[src/rtl/rv_pkg.sv]
// Shared RV32I front-end definitions: default widths, the canonical NOP,
// and the fetch-entry record handed from IF to ID.
package rv_pkg;
    localparam int          RV_XLEN   = 32;
    localparam int          RV_INSTR_W = 32;
    localparam logic [31:0] RV_NOP    = 32'h0000_0013;  // addi x0, x0, 0

    typedef struct packed {
        logic [RV_XLEN-1:0]    pc;
        logic [RV_INSTR_W-1:0] instr;
    } fetch_entry_t;
endpackage

[src/rtl/sync_fifo.sv]
// Single-clock FIFO with synchronous clear. The read port is the head
// register itself, so rdata is valid whenever empty is low.
module sync_fifo #(
    parameter int WIDTH = 8,
    parameter int DEPTH = 4
) (
    input  logic                       clk,
    input  logic                       reset,
    input  logic                       clear,
    input  logic                       push,
    input  logic                       pop,
    input  logic [WIDTH-1:0]           wdata,
    output logic [WIDTH-1:0]           rdata,
    output logic [$clog2(DEPTH+1)-1:0] count,
    output logic                       full,
    output logic                       empty
);
    localparam int AW = $clog2(DEPTH);
    localparam int CW = $clog2(DEPTH+1);

    logic [WIDTH-1:0] mem [DEPTH];
    logic [AW-1:0]    wptr, rptr;

    // Pointer/count update; clear discards any push or pop of the same cycle.
    always_ff @(posedge clk) begin
        if (reset || clear) begin
            wptr  <= '0;
            rptr  <= '0;
            count <= '0;
        end else begin
            if (push) begin
                mem[wptr] <= wdata;
                wptr      <= wptr + 1'b1;
            end
            if (pop)
                rptr <= rptr + 1'b1;
            count <= count + CW'(push) - CW'(pop);
        end
    end

    assign rdata = mem[rptr];
    assign full  = (count == CW'(DEPTH));
    assign empty = (count == '0);
endmodule

[src/rtl/fetch_unit.sv]
// Instruction-fetch front end: PC generator, credit-limited request port to a
// variable-latency memory, in-order prefetch queue, and redirect flushing.
module fetch_unit
    import rv_pkg::*;
#(
    parameter int              XLEN        = RV_XLEN,
    parameter logic [XLEN-1:0] RESET_PC    = '0,
    parameter int              QUEUE_DEPTH = 4,
    parameter logic [31:0]     NOP_INSTR   = RV_NOP
) (
    input  logic            clk,
    input  logic            reset,
    output logic            imem_req_valid,
    input  logic            imem_req_ready,
    output logic [XLEN-1:0] imem_req_addr,
    input  logic            imem_rsp_valid,
    input  logic [31:0]     imem_rsp_data,
    input  logic            redirect_valid,
    input  logic [XLEN-1:0] redirect_pc,
    output logic            id_valid,
    input  logic            id_ready,
    output logic [XLEN-1:0] id_pc,
    output logic [XLEN-1:0] id_pc_plus_4,
    output logic [31:0]     id_instr
);
    localparam int CW = $clog2(QUEUE_DEPTH+1);

    typedef struct packed {
        logic [XLEN-1:0] pc;
        logic [31:0]     instr;
    } entry_t;

    logic [XLEN-1:0] fetch_pc;
    logic [XLEN-1:0] rsp_pc;       // PC of the next response that will be kept
    logic [XLEN-1:0] redirect_tgt;
    logic [CW-1:0]   out_cnt, out_cnt_next, drop_cnt, fifo_count;
    logic [CW:0]     credit_used;
    logic            req_fire, rsp_keep, fifo_pop, fifo_full, fifo_empty;
    entry_t          push_entry, head_entry;

    assign redirect_tgt = redirect_pc & ~XLEN'(3);

    // Queue slots plus in-flight requests never exceed the queue depth, so a
    // response can always be accepted even though memory cannot be stalled.
    assign credit_used    = {1'b0, fifo_count} + {1'b0, out_cnt};
    assign imem_req_valid = !reset && (credit_used < (CW+1)'(QUEUE_DEPTH));
    assign imem_req_addr  = fetch_pc;

    assign req_fire     = imem_req_valid && imem_req_ready;
    assign rsp_keep     = imem_rsp_valid && (drop_cnt == '0);
    assign fifo_pop     = id_valid && id_ready;
    assign out_cnt_next = out_cnt + CW'(req_fire) - CW'(imem_rsp_valid);
    assign push_entry   = '{pc: rsp_pc, instr: imem_rsp_data};

    sync_fifo #(
        .WIDTH ($bits(entry_t)),
        .DEPTH (QUEUE_DEPTH)
    ) u_queue (
        .clk   (clk),
        .reset (reset),
        .clear (redirect_valid),
        .push  (rsp_keep),
        .pop   (fifo_pop),
        .wdata (push_entry),
        .rdata (head_entry),
        .count (fifo_count),
        .full  (fifo_full),
        .empty (fifo_empty)
    );

    // PC generation, response-PC tracking and in-flight/squash bookkeeping.
    // On redirect every request still in flight after this edge, including
    // one accepted this very cycle, is marked for discard.
    always_ff @(posedge clk) begin
        if (reset) begin
            fetch_pc <= RESET_PC;
            rsp_pc   <= RESET_PC;
            out_cnt  <= '0;
            drop_cnt <= '0;
        end else begin
            out_cnt <= out_cnt_next;
            if (redirect_valid) begin
                fetch_pc <= redirect_tgt;
                rsp_pc   <= redirect_tgt;
                drop_cnt <= out_cnt_next;
            end else begin
                if (req_fire)
                    fetch_pc <= fetch_pc + XLEN'(4);
                if (rsp_keep)
                    rsp_pc <= rsp_pc + XLEN'(4);
                else if (imem_rsp_valid)
                    drop_cnt <= drop_cnt - 1'b1;
            end
        end
    end

    // The credit scheme makes a push into a full queue without a pop impossible.
    assert property (@(posedge clk) disable iff (reset)
        !(rsp_keep && fifo_full && !fifo_pop));

    assign id_valid     = !fifo_empty;
    assign id_pc        = fifo_empty ? '0 : head_entry.pc;
    assign id_instr     = fifo_empty ? NOP_INSTR : head_entry.instr;
    assign id_pc_plus_4 = id_pc + XLEN'(4);
endmodule

[config.mk]
export PLATFORM = sky130hd
export DESIGN_NAME = fetch_unit
export DESIGN_NICKNAME = d
export VERILOG_FILES = /design/src/rtl/rv_pkg.sv /design/src/rtl/sync_fifo.sv /design/src/rtl/fetch_unit.sv
export SDC_FILE = /design/constraint.sdc
export NUM_CORES = 1
export LEC_CHECK = 0
export CAP_MARGIN = 20
export CORE_MARGIN = 2
export CORE_UTILIZATION = 40
export DETAILED_ROUTE_END_ITERATION = 12
export GPL_TIMING_DRIVEN = 0
export PLACE_DENSITY = 0.69
export SETUP_SLACK_MARGIN = 0.1
export SYNTH_ARGS = -nofsm -noshare
export SYNTH_HDL_FRONTEND = slang
export SYNTH_SLANG_ARGS = --single-unit
[constraint.sdc]
create_clock -name clk -period 4.56 [get_ports clk]
set_input_delay 0.912 -clock clk [delete_from_list [all_inputs] [get_ports clk]]
set_output_delay 0.912 -clock clk [all_outputs]
set_load 0.005 [all_outputs]
# Word level (Yosys, flattened, before mapping)
# Memory sizes are Yosys's and may differ from the RTL's. A register that Yosys moved wholly into a read port is not among the register bits.
# Index checks and enable logic that the tools add are counted.
# Widths: inputs -> output; s select.
dict set report word_totals {
  ff_bits 77
  ram_bits 256
  inputBits 70
  output_inout_bits 130
  mem_count 1
}
# memory words width rd rd_ports_with_merged_regs write_ports line_no
set mem_list {}
lappend mem_list {u_queue.mem 4 64 1 1 1 sync_fifo.sv:21} ;# logic [WIDTH-1:0] mem [DEPTH];
dict set report classes {
  n_addsub 11
  magnitude_cmp 1
  n_eq_ne 1
  n_mux 14
  reduce_logical 14
}
# operator count
set op_table {}
lappend op_table {{$mux 32} 6}
lappend op_table {{$add 32x3->32 const B} 3}
lappend op_table {{$mux 3} 3}
lappend op_table {{$add 3x1->3} 2}
lappend op_table {{$logic_not 3->1} 2}
lappend op_table {{$reduce_bool 2->1} 3}
lappend op_table {{$sub 3x1->3} 2}
lappend op_table {{$add 2x1->2 const B} 2}
lappend op_table {{$add 3x3->4} 1}
lappend op_table {{$logic_and 1x1->1} 4}
lappend op_table {{$lt 4x3->1 const B} 1}
lappend op_table {{$mux 2} 2}
lappend op_table {{$mux 1} 3}
lappend op_table {{$sub 3x1->3 const B} 1}
lappend op_table {{$logic_not 1->1} 2}
lappend op_table {{$ne 2x2->1 const B} 1}
lappend op_table {{$reduce_and 2->1} 1}
lappend op_table {{$reduce_or 2->1} 1}
lappend op_table {{$logic_or 1x1->1} 1}

# Logic depth before layout (Yosys ltp)
dict set report depth {
  ltp_word 7
  depth_mapped 13
}

# Hierarchy
# A second synthesis with hierarchy kept.
dict set report hier_totals {
  hier_cells 987
  hier_area_um2 14457.6
}
# mod n_inst cells_per_inst area_each_um2 seq_area_each_um2
set by_module_without_submodules {}
lappend by_module_without_submodules {sync_fifo 1 379 9763.1 7867.5}
lappend by_module_without_submodules {fetch_unit 1 608 4694.5 1321.3}

# Least setup slack after synthesis
# Ideal clock, no wire load.
dict set report synth_path {
  kind {register to output}
  startpoint {register u_queue.count[1]}
  endpoint {output id_pc_plus_4[26]}
  arrival_time_ns 2.762
  path_slack_ns 0.886
  stages_incl_launch_ff 14
  n_path_buf 3
  cell_sequence {dfxtp_1 -> nor3_2 -> clkinv_1 -> clkbuf_1 -> clkbuf_1 -> clkbuf_1 -> nand2_1 -> inv_1 -> ha_1 -> nand2_1 -> nor4_4 -> nand4_2 -> or4_1 -> o21ai_1}
}
dict set report synth_via {
  elab_chain_cells 3
}
# element line_no
set synth_rtl {}
lappend synth_rtl {{start, declared} sync_fifo.sv:14} ;# output logic [$clog2(DEPTH+1)-1:0] count,
lappend synth_rtl {{start signal, assigned} sync_fifo.sv:37} ;# count <= count + CW'(push) - CW'(pop);
lappend synth_rtl {{$logic_not 3->1} sync_fifo.sv:43} ;# assign empty = (count == '0);
lappend synth_rtl {{$mux 32} fetch_unit.sv:102} ;# assign id_pc = fifo_empty ? '0 : head_entry.pc;
lappend synth_rtl {{via id_pc[2]} fetch_unit.sv:22} ;# output logic [XLEN-1:0] id_pc,
lappend synth_rtl {{$add 32x3->32} fetch_unit.sv:104} ;# assign id_pc_plus_4 = id_pc + XLEN'(4);
lappend synth_rtl {{end, declared} fetch_unit.sv:23} ;# output logic [XLEN-1:0] id_pc_plus_4,
# The timed path passes the listed nets, and every way through them passes these cells.

==> metrics.log <==
INFO  metric run_status = complete, no violations
INFO  metric critPathRequiredTime = 3.65 ns
INFO  metric r2r_cells = 12
INFO  metric yosys_register_bits = 323
INFO  metric post_synthesis_cell_area = 14100 um^2
INFO  metric clock_latency_late_sink = 0.52 ns
INFO  metric hold_path_class = register to register
INFO  metric grt_setup_unrepaired = yes
INFO  metric rr_startpoint = u_queue.count[1]$_SDFF_PP0_
INFO  metric detail_route.wl_per_cell = 20.0 um
INFO  metric placedCellCount = 1616
INFO  metric track_usage = 18.6%
INFO  metric power.share.switching = 24.2%
INFO  metric die_h = 192 um
INFO  metric cts_buffer_depth = 3
INFO  metric p_int = 5.78 mW
INFO  metric placedInstanceArea = 16700 um^2
INFO  metric power_frac_comb = 17.9%
INFO  metric power.density_cell_area = 421 nW/um^2
INFO  metric syn-instance-count = 962
INFO  metric grt_antenna_before_repair = 0
INFO  metric critical_path_arrival = 3.41 ns
INFO  metric ctsRootBufferMaster = sky130_fd_sc_hd__clkbuf_16
INFO  metric ys_types = 53
INFO  metric grt_max_degree = 60
INFO  metric drt_via_density = 5.20
INFO  metric syn_avg_cell_area = 14.6 um^2
INFO  metric crit-reg2reg-capture = drop_cnt[2]$_SDFFE_PP0P_
INFO  metric power_leakage = 6.17 nW
INFO  metric critical_path_class = register to output port
INFO  metric placeableCoreArea = 34600 um^2
INFO  metric detail-route-antenna-nets = 0
INFO  metric timing.critical_path.to_type = output port
INFO  metric power.ir.vdd_worst = 225 uV
INFO  metric power.share.sequential = 44.3%
INFO  metric number_of_non_filler_instances_in_the_completed_layout = 1689
INFO  metric maxSlewViolCount = 0
INFO  metric stdcell_area = 18100 um^2
INFO  metric first_global_vias = 9036
INFO  metric setup_violations_final = 0
INFO  metric synth-seq-area-share = 63.6%
INFO  metric area_growth = 28.7%
INFO  metric placementRows = 68
INFO  metric routed_wirelength = 33800 um
INFO  metric drv.max_cap_violation_count = 0
INFO  metric drcViolationCount = 0
INFO  metric slowest_delay = 0.58 ns
INFO  metric tightestPinTransition = 0.754 ns
INFO  metric chipWidth = 192 um
INFO  metric power = 7.62 mW
INFO  metric detailedRoute.firstPassIterationCount = 5
INFO  metric holdPathEnd = u_queue.mem[3][42]$_DFFE_PP_
INFO  metric kind_of_start_point_of_the_critical_path = register
INFO  metric level_count_of_the_clock_h_tree = 2
INFO  metric cts_buffers = 35
INFO  metric synth-main-ff-cell = sky130_fd_sc_hd__edfxtp_1
INFO  metric worst_hold_path.num_cells = 0
INFO  metric synth_enable_flop_cells = 248
INFO  metric floorplan.initialDensity = 40.6%
INFO  metric crit_path_cell_trace = buf_6 > mux4_2 > nand2_1 > nor4_4 > buf_4 > nand4_1 > nor4_2 > xnor2_1 > clkdlybuf4s50_1
INFO  metric period_needed = 4.32 ns
INFO  metric floorplan.die_area = 36700 um^2
INFO  metric switchingPower = 1.84 mW
INFO  metric critPathMaxFanout = 10
INFO  metric crit_slowest_cell = sky130_fd_sc_hd__clkdlybuf4s50_1
INFO  metric worst_slew_margin_rel = 49.3%
INFO  metric detailed_place_hpwl = 23400 um
INFO  metric fin_worst_skew = 0.0200 ns
INFO  metric hold_violation_total_from_the_final_report = 0
INFO  metric holdWs = 0.532 ns
INFO  metric worst_hold_startpoint = rsp_pc[10]$_SDFFE_PP0P_
INFO  metric fmax = 231 MHz
INFO  metric routed-via-count = 8790
INFO  metric final_net_count = 1295
INFO  metric clock_power_share = 37.8%
INFO  metric place_ws = -1.32 ns
INFO  metric synth.yosys.warnings = 0
INFO  metric regToRegSetupSlack = 1.53 ns
INFO  metric overflow = 0
INFO  metric gp_congestion = 0.836
INFO  metric drt_first_iter_violations = 432
INFO  metric final_layout_size_suffix_gt1_share = 14.2%
INFO  metric final_ws_setup = 0.237 ns
INFO  metric final_min_period_over_clock_period = 94.8%
INFO  metric antenna_cells_inserted = 0
INFO  metric path_clk_slew = 0.06 ns
INFO  metric cts_tree = yes
INFO  metric grt_pass1_wl = 51600 um
INFO  metric pin_count = 200
INFO  metric async_flop_share = 0%
INFO  metric clock_sink_count = 323
INFO  metric number_of_i_o_port_buffers = 190
==> layer usage <==
layer  up-vias  track usage (%)  share of wire (%)
met5         -                0                  0
met4         0             6.45                2.5
met3        54             3.34                6.5
met2       324             30.9                 48
met1      4318             24.5                 43
li1       4094                -                  -
==> stage by stage <==
step                util [%]  TNS [ns]
floorplan                  -         0
global placement        47.8   -212.67
global route            52.3         0
CTS                     52.2         0
finish                  52.3         0
detailed placement      48.2    -13.74
==> synthesized netlist by cell type, types with 3 or more instances <==
cell | instances | area (um^2)
sky130_fd_sc_hd__or2_2 | 5 | 31.3
sky130_fd_sc_hd__a211oi_1 | 17 | 128
sky130_fd_sc_hd__nor4_2 | 3 | 37.5
sky130_fd_sc_hd__buf_4 | 8 | 60.1
sky130_fd_sc_hd__buf_1 | 4 | 15.0
sky130_fd_sc_hd__mux4_2 | 52 | 1170
sky130_fd_sc_hd__xnor2_1 | 53 | 464
sky130_fd_sc_hd__nand4_1 | 17 | 106
sky130_fd_sc_hd__ha_1 | 15 | 188
sky130_fd_sc_hd__o31a_1 | 3 | 26.3
sky130_fd_sc_hd__edfxtp_1 | 248 | 7450
sky130_fd_sc_hd__a21boi_0 | 24 | 180
sky130_fd_sc_hd__inv_1 | 43 | 161
sky130_fd_sc_hd__dfxtp_1 | 75 | 1500
sky130_fd_sc_hd__a311oi_1 | 3 | 26.3
sky130_fd_sc_hd__clkbuf_1 | 25 | 93.8
sky130_fd_sc_hd__and3_1 | 13 | 81.3
sky130_fd_sc_hd__xor2_1 | 36 | 315
sky130_fd_sc_hd__a21oi_1 | 31 | 155
sky130_fd_sc_hd__nor4_1 | 8 | 50.1
sky130_fd_sc_hd__nor2_1 | 43 | 161
sky130_fd_sc_hd__o21a_1 | 5 | 37.5
sky130_fd_sc_hd__and4_1 | 10 | 87.6
sky130_fd_sc_hd__or3_1 | 3 | 18.8
sky130_fd_sc_hd__o21bai_1 | 5 | 37.5
sky130_fd_sc_hd__mux2i_1 | 3 | 30.0
sky130_fd_sc_hd__nand2_1 | 51 | 191
sky130_fd_sc_hd__mux4_1 | 13 | 342
sky130_fd_sc_hd__nand3_1 | 37 | 185
sky130_fd_sc_hd__and2_1 | 59 | 369
sky130_fd_sc_hd__buf_2 | 9 | 45.0
sky130_fd_sc_hd__nor3_1 | 11 | 55.1
==> power by group through the flow <==
| stage | combinational, mW | sequential (mW) | clock [mW] |
|---|---|---|---|
| floorplan | 0.610 | 3.41 | 0 |
| global placement | 1.29 | 3.43 | 0 |
| detailed placement | 1.31 | 3.43 | 0 |
| CTS | 1.39 | 3.37 | 2.94 |
| global route | 1.49 | 3.39 | 3.05 |
| finish | 1.37 | 3.37 | 2.88 |
==> state kept, by name (all words and copies together) (netlist names), named ones only <==
signal and cells:
u_queue.wptr 2, rsp_pc 30, imem_req_addr 30, out_cnt 3, u_queue.rptr 2, u_queue.mem 248
drop_cnt 3, u_queue.count 3
==> critical path, delay by kind of cell, from the launching register on <==
| family | cells | cell delay, ns |
|---|---|---|
| simple gates | 4 | 1.02 |
| buf+inv | 3 | 0.92 |
| mux | 1 | 0.43 |
| flops | 1 | 0.37 |
| xor+xnor | 1 | 0.15 |
==> layout make-up <==
| class | count | area (um^2) |
|---|---|---|
| fillers | 2916 | 16500 |
| clock inverters | 20 | 243 |
| repair buffers | 204 | 2080 |
| inverters | 44 | 178 |
| plain buffers | 48 | 322 |
| flip-flops and latches | 323 | 8960 |
| well taps | 455 | 569 |
| multi-input cells | 552 | 4820 |
| clock buffers | 43 | 937 |
==> cell families (layout without fill, tap and decap cells) <==
logic type               after synthesis  count (layout)  synth area share (%)
AO/OA/AOI/OAI                         94              94                  4.44
XOR/XNOR                              89              89                  5.54
adder cells (fa/ha/maj)               17              17                  1.62
buffers and inverters                 92             359                  2.88
flip-flops                           323             323                  63.6
multiplexers                          68              68                  11.0
other                                  1               6                0.0266
AND/OR/NAND/NOR                      278             278                  11.0
==> timing repair <==
item                       in CTS  in global routing
hold buffers                    0                  0
gates resized for setup        44                 11
buffers inserted                9                  0
pin swaps                       7                  2
setup endpoints to repair      83                  9
hold endpoints to repair        0                  0
cloned                          0                  0
==> how the worst max path moves through the flow <==
stage,startpoint,to,slack (ns),cells after the start
floorplan,u_queue.count[1]$_SDFF_PP0_,id_pc_plus_4[26],0.89,13
global placement,u_queue.count[1]$_SDFF_PP0_,id_pc_plus_4[28],-1.34,14
detailed placement,u_queue.count[1]$_SDFF_PP0_,id_pc_plus_4[28],-1.32,14
CTS,u_queue.count[2]$_SDFF_PP0_,id_pc_plus_4[18],0.1,16
global route,u_queue.count[2]$_SDFF_PP0_,id_pc_plus_4[26],0.07,16
finish,register,id_pc_plus_4[25],0.24,9
==> layout by cell type, fill, tap and decap left out, types with 24 or more instances in the layout <==
cell type                         instances
sky130_fd_sc_hd__inv_1                   42
sky130_fd_sc_hd__nor2_1                  43
sky130_fd_sc_hd__dfxtp_1                 71
sky130_fd_sc_hd__nand2_1                 49
sky130_fd_sc_hd__edfxtp_1               248
sky130_fd_sc_hd__nand3_1                 37
sky130_fd_sc_hd__clkbuf_16               38
sky130_fd_sc_hd__clkbuf_1                28
sky130_fd_sc_hd__xor2_1                  36
sky130_fd_sc_hd__clkdlybuf4s50_1        182
sky130_fd_sc_hd__and2_1                  54
sky130_fd_sc_hd__mux4_2                  52
sky130_fd_sc_hd__xnor2_1                 53
sky130_fd_sc_hd__a21oi_1                 31
sky130_fd_sc_hd__a21boi_0                24
Note: power is estimated with default switching activity, not from simulation.
==> patch: new RTL, same flow settings <==
Set the parameter `QUEUE_DEPTH` to 8 (it was 4).
--- a/src/rtl/fetch_unit.sv
+++ b/src/rtl/fetch_unit.sv
@@ -5,7 +5,7 @@
 #(
     parameter int              XLEN        = RV_XLEN,
     parameter logic [XLEN-1:0] RESET_PC    = '0,
-    parameter int              QUEUE_DEPTH = 4,
+    parameter int              QUEUE_DEPTH = 8,
     parameter logic [31:0]     NOP_INSTR   = RV_NOP
 ) (
     input  logic            clk,
Function: changed (Yosys sat finds a counterexample within 10 cycles, from zero or initial values and one cycle with reset high).
==> patch against the unedited design <==
  * Total power up 86%
  * Wire length up 70%
  * Count of clock-buffer cells in the layout up 32
  * Sequential cell count up 254
  * Critical path type unchanged
  * Sequential share of layout area up 5.7 points
  * Non-clock buffer count up 82
  * Synthesized area up 69%
  * Largest power group unchanged
  * Worst setup slack worse by 0.037 ns
  * Cell area up 65%
==> patch: results (changes against the unedited design) <==
Synth
  – Largest cells by area after synthesis: edfxtp_1 (63%), mux4_2 (9.0%), dfxtp_1 (6.8%)
  – Post-Synth Adder-Cell Area: 1.17% (-0.45 points)
  – Post-synthesis cell count: 1,439 (+50%)
  – Compound-Gate Fraction of Synth Area: 3.77% (-0.68 points)
  – Commonest cells post-synth: edfxtp_1 (496), mux2i_1 (103), mux4_2 (95), nor2_1 (95), dfxtp_1 (81)
  – Yosys cell types: 52 (-1.9%)

Worst setup path
  – CP max stage delay: 0.32 ns (-0.26 ns)
  – Worst R2R End: u_queue.mem[4][60]
  – Critical Path AT: 3.45 ns (+0.04 ns)
  – Worst reg2reg path depth: 10 (-2)
  – Worst setup endpoint: id_pc_plus_4[28]
  – Slowest CP cell: dfxtp_1
  – Setup slack, reg-to-reg: 1.12 ns (-0.41 ns)
  – CP top delay family: buffers and inverters

Finish
  – Max reg flops: 496 (+100%)
  – Number of fill cells in the layout: 4,790 (+64%)
  – Layout cell share with drive strength beyond 1: 20.9% (+6.7 points)
  – Layout Nets: 1,845 (+42%)

CTS
  – CTS Buf Count: 56 (+60%)
  – Post-CTS setup buffer count: 30 (+21)
  – Clk_lat worst skew: 0.60 ns (+0.08 ns)
  – Post-CTS Resized: 168 (+280%)

Pwr
  – Power Dens Cells: 474 nW/um2 (+13%)
  – Pleak: 10.0 nW (+62%)
  – Max VDD drop: 352 uV (+56%)

Global route
  – Grt met3 use: 3.35% (+0.0084 points)
  – Met2 usage: 32.1% (+1.2 points)
  – Largest net degree at the start of global routing: 25 (-58%)
  – Met1 Resource Use GR: 24.3% (-0.19 points)
  – First-pass GRT wire length: 85.6 mm (+66%)
  – GRT Total Usage: 18.7% (+0.19 points)
  – Vias in the first global route: 14,077 (+56%)
  – Initial antenna violation count: 1 (+1)

Outcome
  – Run status: completed

Placement
  – Place WS: -2.24 ns (-0.916 ns)
  – Port bufs: 189 (-0.53%)
  – Placed cell area: 27,300 um2 (+63%)
  – Inst Count DP: 2,430 (+50%)
  – RePlAce Congestion: 0.841 (+0.56%)
  – HPWL Detailed: 37.8 mm (+61%)

Drt
  – Vias per inst: 5.29 (+1.7%)
  – DR pass1 iterations: 7 (+2)
  – First DRT Iteration DRCs: 946 (+120%)
  – Wirelength per Cell: 22.3 um (+11%)

Timing
  – Hold Worst Slack: 0.499 ns (-0.0329 ns)
  – Final Skew: 0.0148 ns (-0.00513 ns)
  – Headroom to the max-slew limit: 40.4% (-8.9 points)

Min path
  – Worst Hold Depth: 2 (+2)
  – Worst Min Path Start: u_queue.rptr[1]
[patch: cell count changes after synthesis, sizes merged, moves of 9 or more]
cell    unedited run  this run
clkbuf            25        41
and2              60         8
inv               43        56
buf               23        41
nor2              45        95
edfxtp           248       496
a22oi              0        26
nand3             37        48
mux4              65        95
xor2              36        45
mux2i              3       103
a21boi            25        35
[patch: layout make-up]
cell class / instances / area share [%]
tap: 773 / 3.23
sequential: 577 / 55.1
clock inverter: 28 / 0.689
clock buffer: 75 / 5.29
multi-input combinational: 729 / 23.3
antenna: 1 / 0.00836
inverter: 56 / 0.710
timing repair buffer: 254 / 9.02
buffer: 80 / 2.58
[patch: report_power, final]
part / switching (mW) / internal, mW
Combinational: 1.83 / 1.90
Clock: 1.92 / 2.55
Sequential: 0.140 / 5.87
Total: 3.89 / 10.3
[patch: layer usage]
metal / vias up / wire length, um
li1: 6128 / -
met3: 69 / 3660
met4: 0 / 1250
met2: 460 / 28800
met1: 6957 / 23600
met5: - / 0
